File: src/rtl/vram_pkg.sv
// vram_pkg: state encoding and sizing helper shared by the VRAM port-B write engine
package vram_pkg;
  typedef enum logic [1:0] {ST_RST, ST_IDLE, ST_FILL, ST_SINGLE} state_t;
  function automatic int addr_width(input int depth);
    return depth > 1 ? $clog2(depth) : 1;
  endfunction
endpackage

File: src/rtl/vram_addr_counter.sv
// vram_addr_counter: loadable wrap-around address counter with remaining-word count and last flag
module vram_addr_counter import vram_pkg::*; #(
  parameter int DEPTH = 1024,
  parameter int AW = addr_width(DEPTH)
) (
  input  logic          clk,
  input  logic          rst_n,
  input  logic          load,
  input  logic          step,
  input  logic [AW-1:0] base,
  input  logic [AW:0]   count,
  output logic [AW-1:0] addr,
  output logic          last
);
  logic [AW:0] remain;
  always_ff @(posedge clk)
    if (!rst_n) begin
      addr <= '0;
      remain <= '0;
    end else if (load) begin
      addr <= base;
      remain <= count;
    end else if (step) begin
      addr <= addr == AW'(DEPTH - 1) ? '0 : addr + AW'(1);
      remain <= remain - (AW+1)'(1);
    end
  assign last = remain == (AW+1)'(1);
endmodule

File: src/rtl/vram_writer.sv
// vram_writer: port-B write engine for the screen RAM; bulk fills, single host writes,
// and the VGA read address whenever no write is in flight
module vram_writer import vram_pkg::*; #(
  parameter int DATA_WIDTH = 16,
  parameter int RAM_REGISTER_COUNT = 1024,
  parameter bit CLEAR_ON_RESET = 1'b1,
  parameter int RAM_SCREEN_OFFSET = 0,
  localparam int AW = addr_width(RAM_REGISTER_COUNT)
) (
  input  logic                  CLK_50,
  input  logic                  resetN,
  input  logic                  start,
  input  logic [AW-1:0]         fill_base,
  input  logic [AW:0]           fill_count,
  input  logic [DATA_WIDTH-1:0] fill_value,
  input  logic                  wr_valid,
  output logic                  wr_ready,
  input  logic [AW-1:0]         wr_addr,
  input  logic [DATA_WIDTH-1:0] wr_data,
  input  logic [DATA_WIDTH-1:0] vga_addr,
  output logic [AW-1:0]         ram_addr_b,
  output logic [DATA_WIDTH-1:0] ram_data_b,
  output logic                  ram_wren_b,
  output logic                  busy,
  output logic                  done
);
  localparam logic [AW:0] FULL = (AW+1)'(RAM_REGISTER_COUNT);
  state_t state, nxt;
  logic load, step, last, nxt_done;
  logic [AW-1:0] ld_base, addr;
  logic [AW:0] ld_count, fill_len;
  logic [DATA_WIDTH-1:0] nxt_data;
  vram_addr_counter #(.DEPTH(RAM_REGISTER_COUNT), .AW(AW)) u_cnt (
    .clk(CLK_50),
    .rst_n(resetN),
    .load(load),
    .step(step),
    .base(ld_base),
    .count(ld_count),
    .addr(addr),
    .last(last)
  );
  assign fill_len = fill_count > FULL ? FULL : fill_count;
  assign wr_ready = state == ST_IDLE && !start;
  assign ram_addr_b = ram_wren_b ? addr : AW'(vga_addr + DATA_WIDTH'(RAM_SCREEN_OFFSET));
  always_comb begin
    nxt = state;
    load = 1'b0;
    step = 1'b0;
    ld_base = '0;
    ld_count = '0;
    nxt_data = ram_data_b;
    nxt_done = 1'b0;
    case (state)
      ST_RST:
        if (CLEAR_ON_RESET) begin
          nxt = ST_FILL;
          load = 1'b1;
          ld_count = FULL;
          nxt_data = '0;
        end else nxt = ST_IDLE;
      ST_IDLE:
        if (start) begin
          // a zero-length fill completes immediately without touching the RAM
          nxt = fill_len == '0 ? ST_IDLE : ST_FILL;
          nxt_done = fill_len == '0;
          load = fill_len != '0;
          ld_base = fill_base;
          ld_count = fill_len;
          nxt_data = fill_value;
        end else if (wr_valid) begin
          nxt = ST_SINGLE;
          load = 1'b1;
          ld_base = wr_addr;
          ld_count = (AW+1)'(1);
          nxt_data = wr_data;
        end
      ST_FILL: begin
        nxt = last ? ST_IDLE : ST_FILL;
        nxt_done = last;
        step = !last;
      end
      ST_SINGLE: nxt = ST_IDLE;
    endcase
  end
  always_ff @(posedge CLK_50)
    if (!resetN) begin
      state <= ST_RST;
      ram_wren_b <= 1'b0;
      ram_data_b <= '0;
      busy <= 1'b0;
      done <= 1'b0;
    end else begin
      state <= nxt;
      ram_wren_b <= nxt == ST_FILL || nxt == ST_SINGLE;
      ram_data_b <= nxt_data;
      busy <= nxt == ST_FILL;
      done <= nxt_done;
    end
endmodule

File: config.mk
export PLATFORM = sky130hd
export DESIGN_NAME = vram_writer
export DESIGN_NICKNAME = d
export VERILOG_FILES = /design/src/rtl/vram_pkg.sv /design/src/rtl/vram_addr_counter.sv /design/src/rtl/vram_writer.sv
export SDC_FILE = /design/constraint.sdc
export NUM_CORES = 1
export LEC_CHECK = 0
export CAP_MARGIN = 30
export CORE_ASPECT_RATIO = 2
export CORE_MARGIN = 10
export CORE_UTILIZATION = 39
export CTS_CLUSTER_SIZE = 24
export DETAILED_ROUTE_END_ITERATION = 6
export PLACE_DENSITY = 0.77
export SLEW_MARGIN = 20
export SYNTH_ARGS = -nofsm -noshare
export SYNTH_HDL_FRONTEND = slang
export SYNTH_SLANG_ARGS = --single-unit
File: constraint.sdc
create_clock -name CLK_50 -period 1.8 [get_ports CLK_50]
set_clock_uncertainty 0.05 [all_clocks]
set_input_delay 0.27 -clock CLK_50 [delete_from_list [all_inputs] [get_ports CLK_50]]
set_output_delay 0.27 -clock CLK_50 [all_outputs]
set_load 0.02 [all_outputs]
==> flow_summary.yaml, run 1 <==
route:
  via_count: 3104
  first_pass_iters: 6
  drt-vias-per-instance: 5.417
  ant_nets: 0
  drt_iter0_markers: 207
  routed_wire_length_per_instance_um: 18.28
  totalWireLength_um: 10480
  drc: 0
place:
  gp_congestion: 0.9339
  hpwl_um: 8007
  place_inst: 557
  port_buffers: 106
  place_area_um2: 4264
yosys:
  syn_area_per_cell_um2: 8.231
  netlist_area_um2: 2675
  yosysWarningCount: 0
  syn_inst: 325
  async_reset_ff_frac: 0
  ys_seq_elements: 42
  synth-edff-count: 0
  syn-num-nets: 415
  synth_cell_type_count: 55
  synth_ff_type: "dfxtp_1"
  ys_seq_area_frac: 0.3143
worst_setup_path:
  arrival_ps: 2180
  crit_required_ps: 1930
  worstPathMaxFanout: 3
  r2r_setup_slack_ps: -250
  criticalPathCategory: "flip-flop to flip-flop"
  rr_endpoint: "u_cnt.remain[4]$_SDFFE_PN0P_"
  r2r_start: "u_cnt.remain[1]$_SDFFE_PN0P_"
  rr_worst_depth: 8
  cp-end-kind: "flip-flop"
  cp-start-kind: "flip-flop"
global_routing:
  overflow: 0
  grt_pass1_wl_um: 15950
  grt_pass1_vias: 3280
  track_usage: 0.1836
  grt_max_degree: 26
  grt_antenna_before_repair: 0
floorplanning:
  core-area_um2: 6674
  fp.dieH_um: 137.1
  io_pins: 113
  rows: 42
  die_x_um: 78.56
  start_util: 0.4008
  dieArea_um2: 10770
power_and_ir_drop:
  ir_drop_v: 0.0004834
  powerDensity_nw_per_um2: 628.0
  power_leakage_nw: 1.812
  power_mw: 2.917
clock_network:
  hold_buffers: 0
  clkLatencyLatePin_ps: 290
  clk_path_buf_depth: 2
  cts_buffers: 5
  h-tree-depth: 2
  clock-sinks: 42
  cts-root-buf: "clkbuf_16"
  path_clk_slew_ps: 60
  cts_tree: "built"
timing:
  fin_crit_ps: 2049
  finalSetupViolCount: 23
  final-hold-violation-count: 0
  tightestPinTransition_ps: 639.5
  setup_ws_ps: -248.8
  fmax_ghz: 0.4881
  slew_violations: 0
  relSlewSlack: 0.5697
  fin_hold_ws_ps: 217.7
  rsz0062_at_grt: "true"
  period_share: 1.138
finish:
  syn2layout_area_growth_pct: 73.62
  fin_area_um2: 4644
  drive_gt1_frac: 0.2907
  nets: 574
  final_common_cell: "clkdlybuf4s50_1"
  antenna_cells: 0
  layout_common_cells: "90 x clkdlybuf4s50_1, 60 x buf_4, 40 x dfxtp_1"
  layout.cells.non_filler: 573
min_path:
  whs_endpoint: "u_cnt.remain[6]$_SDFFE_PN0P_"
  min_path_cells: 3
  hold_path_class: "input pin to flip-flop"
  min-delay-start: "fill_count[6]"
flow_run:
  max_cap_viol_count: 0
status:
  outcome: "finished with violations"
  violations: "negative setup slack"
-- stage by stage --
| step | setup TNS (ps) | util | worst slack, ps |
|---|---|---|---|
| after floorplan | -935.4 | - | -112.8 |
| after global placement | -9635 | 0.6389 | -347.9 |
| after detailed placement | -10410 | 0.6389 | -361.7 |
| after CTS | -3218 | 0.6732 | -217.5 |
| after global routing | -5684 | 0.6959 | -332.4 |
| final | -4132 | 0.6959 | -248.8 |
-- sequential cells by signal (all words and copies together) (netlist names) --
register,count
done,1
ram_wren_b,1
busy,1
u_cnt.addr,10
state,2
ram_data_b,16
u_cnt.remain,11
-- layout make-up --
class,instances,area [um2]
fill,534,2029
multi-input combinational,251,1848
timing repair buffer,175,1640
sequential,42,845.8
clock buffer,5,125.1
tap,88,110.1
clock inverter,3,40.04
inverter,9,35.03
-- critical path: stages (launching register included) --
cell	delay (ps)
dfxtp_2	320
inv_2	60
ha_4	120
or4b_4	500
o31a_1	310
buf_4	160
buf_6	110
o32ai_2	240
nor2_1	70
-- cell usage after synthesis, types with 2 or more instances --
master / count / area share
a31oi_1: 3 / 0.0070
buf_6: 2 / 0.0084
nand4_1: 5 / 0.012
a21oi_1: 16 / 0.030
a21o_1: 2 / 0.0056
dfxtp_1: 42 / 0.31
a22o_1: 4 / 0.013
clkbuf_1: 16 / 0.022
or2_2: 2 / 0.0047
nand2_1: 34 / 0.048
nor2_1: 18 / 0.025
a21boi_0: 10 / 0.028
ha_1: 7 / 0.033
nor3_1: 5 / 0.0094
a21boi_1: 8 / 0.022
a22oi_1: 7 / 0.020
buf_2: 5 / 0.0094
o21ai_1: 3 / 0.0056
nand2b_1: 2 / 0.0047
mux2_2: 26 / 0.11
o2111ai_1: 2 / 0.0065
o21ai_0: 12 / 0.022
nor4_1: 5 / 0.012
nand3_1: 32 / 0.060
nor2b_1: 3 / 0.0070
and2_1: 4 / 0.0094
xor2_1: 5 / 0.016
nor3b_1: 3 / 0.0084
o211ai_1: 3 / 0.0084
inv_1: 8 / 0.011
xnor2_1: 5 / 0.016
o31a_1: 3 / 0.0098
-- per-layer routing --
layer	GRT usage	part of all wire	vias up
met5	0	0	-
met3	0.05650	0.065	20
met2	0.3438	0.57	104
li1	-	-	1497
met1	0.1764	0.34	1483
met4	0.08417	0.028	0
-- cells by family (layout without fill, tap and decap cells) --
| kind of cell | Yosys count | count (layout) | share of synthesized area |
|---|---|---|---|
| DFF | 42 | 42 | 0.3143 |
| buffers and inverters | 32 | 192 | 0.05285 |
| and+or+nand+nor | 122 | 122 | 0.2306 |
| muxes | 27 | 27 | 0.1132 |
| xor gates and xnor gates | 10 | 10 | 0.03274 |
| AOI/OAI and AO/OA | 85 | 85 | 0.2236 |
| adders and majority gates | 7 | 7 | 0.03274 |
-- worst max-delay path by stage --
| stage | from | endpoint | slack, ps | cells after the start |
|---|---|---|---|---|
| floorplan | u_cnt.remain[1]$_SDFFE_PN0P_ | u_cnt.remain[2]$_SDFFE_PN0P_ | -110 | 9 |
| global placement | fill_count[6] | u_cnt.remain[4]$_SDFFE_PN0P_ | -350 | 7 |
| detailed placement | fill_count[6] | u_cnt.addr[0]$_SDFFE_PN0P_ | -360 | 9 |
| CTS | u_cnt.remain[1]$_SDFFE_PN0P_ | u_cnt.remain[4]$_SDFFE_PN0P_ | -220 | 8 |
| global route | u_cnt.remain[1]$_SDFFE_PN0P_ | u_cnt.addr[1]$_SDFFE_PN0P_ | -330 | 10 |
| finish | u_cnt.remain[1]$_SDFFE_PN0P_ | u_cnt.remain[4]$_SDFFE_PN0P_ | -250 | 8 |
-- where the power goes --
group	switching [mW]	internal (mW)	total [mW]	leakage (nW)
Combinational	0.394	0.499	0.894	1.39
Sequential	0.0320	0.964	0.996	0.343
Clock	0.378	0.649	1.03	0.0836
-- what timing repair did --
action | 4_1_cts | 5_1_grt
buffers inserted | 3 | 7
endpoints found under the setup margin | 35 | 32
gates cloned | 0 | 0
resized for setup | 31 | 30
pin swaps | 7 | 16
(Power assumes the default switching activity.)
==> run 2: changes to the inputs <==
Settings changed: PLACE_DENSITY 0.77 to 0.82.
==> flow_summary.yaml, run 2 (synthesis gave the netlist of run 1 again) <==
floorplanning:
  core-area_um2: 6674
  rows: 42
  io_pins: 113
  fp.dieH_um: 137.1
  die_x_um: 78.56
  dieArea_um2: 10770
  start_util: 0.4008
worst_setup_path:
  r2r_setup_slack_ps: -220
  cp-end-kind: "flip-flop"
  worstPathMaxFanout: 3
  slowest_delay_ps: 470
  crit_top_cell: "o31a_1"
  r2r_start: "u_cnt.remain[1]$_SDFFE_PN0P_"
  crit_chain: "inv_2, ha_4, or4b_4, o31a_1, buf_4, o31a_1, o211a_1"
  crit_slowest_cell: "or4b_4"
  arrival_ps: 2160
  rr_worst_depth: 7
  cp-start-kind: "flip-flop"
  crit_required_ps: 1940
  rr_endpoint: "busy$_SDFF_PN0_"
  critPathLaunch: "u_cnt.remain[1]$_SDFFE_PN0P_"
  criticalPathCategory: "flip-flop to flip-flop"
clock_network:
  cts_tree: "built"
  cts-root-buf: "clkbuf_16"
  clkLatencyLatePin_ps: 300
  h-tree-depth: 2
  clock-sinks: 42
  hold_buffers: 0
  clk_path_buf_depth: 2
  cts_buffers: 5
  path_clk_slew_ps: 70
route:
  drt-vias-per-instance: 5.460
  totalWireLength_um: 10270
  routed_wire_length_per_instance_um: 18.01
  via_count: 3112
  ant_nets: 0
  drt_iter0_markers: 241
  drc: 0
  first_pass_iters: 5
timing:
  slew_violations: 0
  fin_crit_ps: 2017
  fin_tns_setup_ps: -3265
  fmax_ghz: 0.4957
  setup_ws_ps: -217.2
  final-hold-violation-count: 0
  tightestPinTransition_ps: 541.7
  relSlewSlack: 0.6355
  finalSetupViolCount: 23
  period_share: 1.121
  rsz0062_at_grt: "true"
finish:
  antenna_cells: 0
  final_common_cell: "clkdlybuf4s50_1"
  drive_gt1_frac: 0.2739
  nets: 571
  layout_common_cells: "87 x clkdlybuf4s50_1, 57 x buf_4, 39 x dfxtp_1"
  fin_area_um2: 4573
  top_register: "ram_data_b"
  syn2layout_area_growth_pct: 70.95
  largest_register_ffs: 16
  largestRegisters: "ram_data_b (16), u_cnt.remain (11), u_cnt.addr (10)"
place:
  place_ws_ps: -393.4
  place_area_um2: 4272
  gp_congestion: 0.8939
  port_buffers: 106
  hpwl_um: 7875
min_path:
  min-delay-start: "fill_count[7]"
  min_path_cells: 3
  whs_endpoint: "u_cnt.remain[7]$_SDFFE_PN0P_"
  hold_path_class: "input pin to flip-flop"
status:
  outcome: "finished with violations"
  violations: "negative setup slack"
power_and_ir_drop:
  ir_drop_v: 0.0005041
  powerDensity_nw_per_um2: 611.3
  power_leakage_nw: 1.808
global_routing:
  grt_pass1_wl_um: 16150
  grt_max_degree: 26
  grt_antenna_before_repair: 0
  grt_pass1_vias: 3337
  overflow: 0
  track_usage: 0.1860
flow_run:
  max_cap_viol_count: 0
## run 2: cell count changes in the layout (fill, tap and decap cells not counted), moves of 3 or more
cell | before | now
buf_4 | 60 | 57
clkdlybuf4s50_1 | 90 | 87
dlygate4sd2_1 | 5 | 9
nand3_1 | 29 | 32
nand3_2 | 3 | 0
dlymetal6s2s_1 | 5 | 8
clkdlybuf4s15_1 | 5 | 1
## run 2: cell type report
cell class | instances | area (um2)
multi-input combinational | 251 | 1813
tap | 88 | 110.1
timing repair buffer | 172 | 1620
inverter | 9 | 35.03
clock buffer | 7 | 142.6
fill | 517 | 2101
sequential | 42 | 847.1
clock inverter | 1 | 5.005
## run 2: stage by stage
stage | utilization | cells | hold slack, ps | power, mW
6_report | 0.6852 | 570 | 199.0 | 2.796
5_1_grt | 0.6852 | 570 | 224.7 | 2.907
4_1_cts | 0.6742 | 570 | 406.2 | 2.770
3_5_place_dp | 0.6400 | 558 | 396.3 | 1.809
3_3_place_gp | 0.6400 | 558 | 386.8 | 1.787
2_1_floorplan | - | 325 | 328.6 | 1.379
## run 2: metal layers
layer / vias to the layer above / routed length [um] / GRT usage
li1: 1495 / - / -
met1: 1445 / 3534 / 0.1775
met2: 136 / 5583 / 0.3392
met3: 36 / 712 / 0.06045
met4: 0 / 437 / 0.1032
met5: - / 0 / 0
## run 2: worst max path at each step
stage                              endpoint  slack (ps)
6_report                    busy$_SDFF_PN0_        -220
5_1_grt          u_cnt.addr[0]$_SDFFE_PN0P_        -270
4_1_cts          u_cnt.addr[9]$_SDFFE_PN0P_        -220
3_5_place_dp     u_cnt.addr[0]$_SDFFE_PN0P_        -390
3_3_place_gp   u_cnt.remain[4]$_SDFFE_PN0P_        -370
2_1_floorplan  u_cnt.remain[2]$_SDFFE_PN0P_        -110
## run 2: repair_timing
action	CTS	global route
resized for setup	30	28
pin swaps	4	8
buffers inserted	4	1
endpoints found under the setup margin	37	43
## run 2: power by group
group          switching, mW  internal (mW)  leakage (nW)  total, mW
Combinational          0.373          0.483          1.39      0.855
Clock                  0.392          0.551        0.0739      0.943
Sequential            0.0331          0.964         0.343      0.997
## run 2: worst max-delay path, delay by kind of cell (launching register included)
family	cells	cell delay, ps
buffers and inverters	2	230
and+or+nand+nor	1	470
adders and majority gates	1	140
AOI/OAI and AO/OA	3	700
DFF	1	320
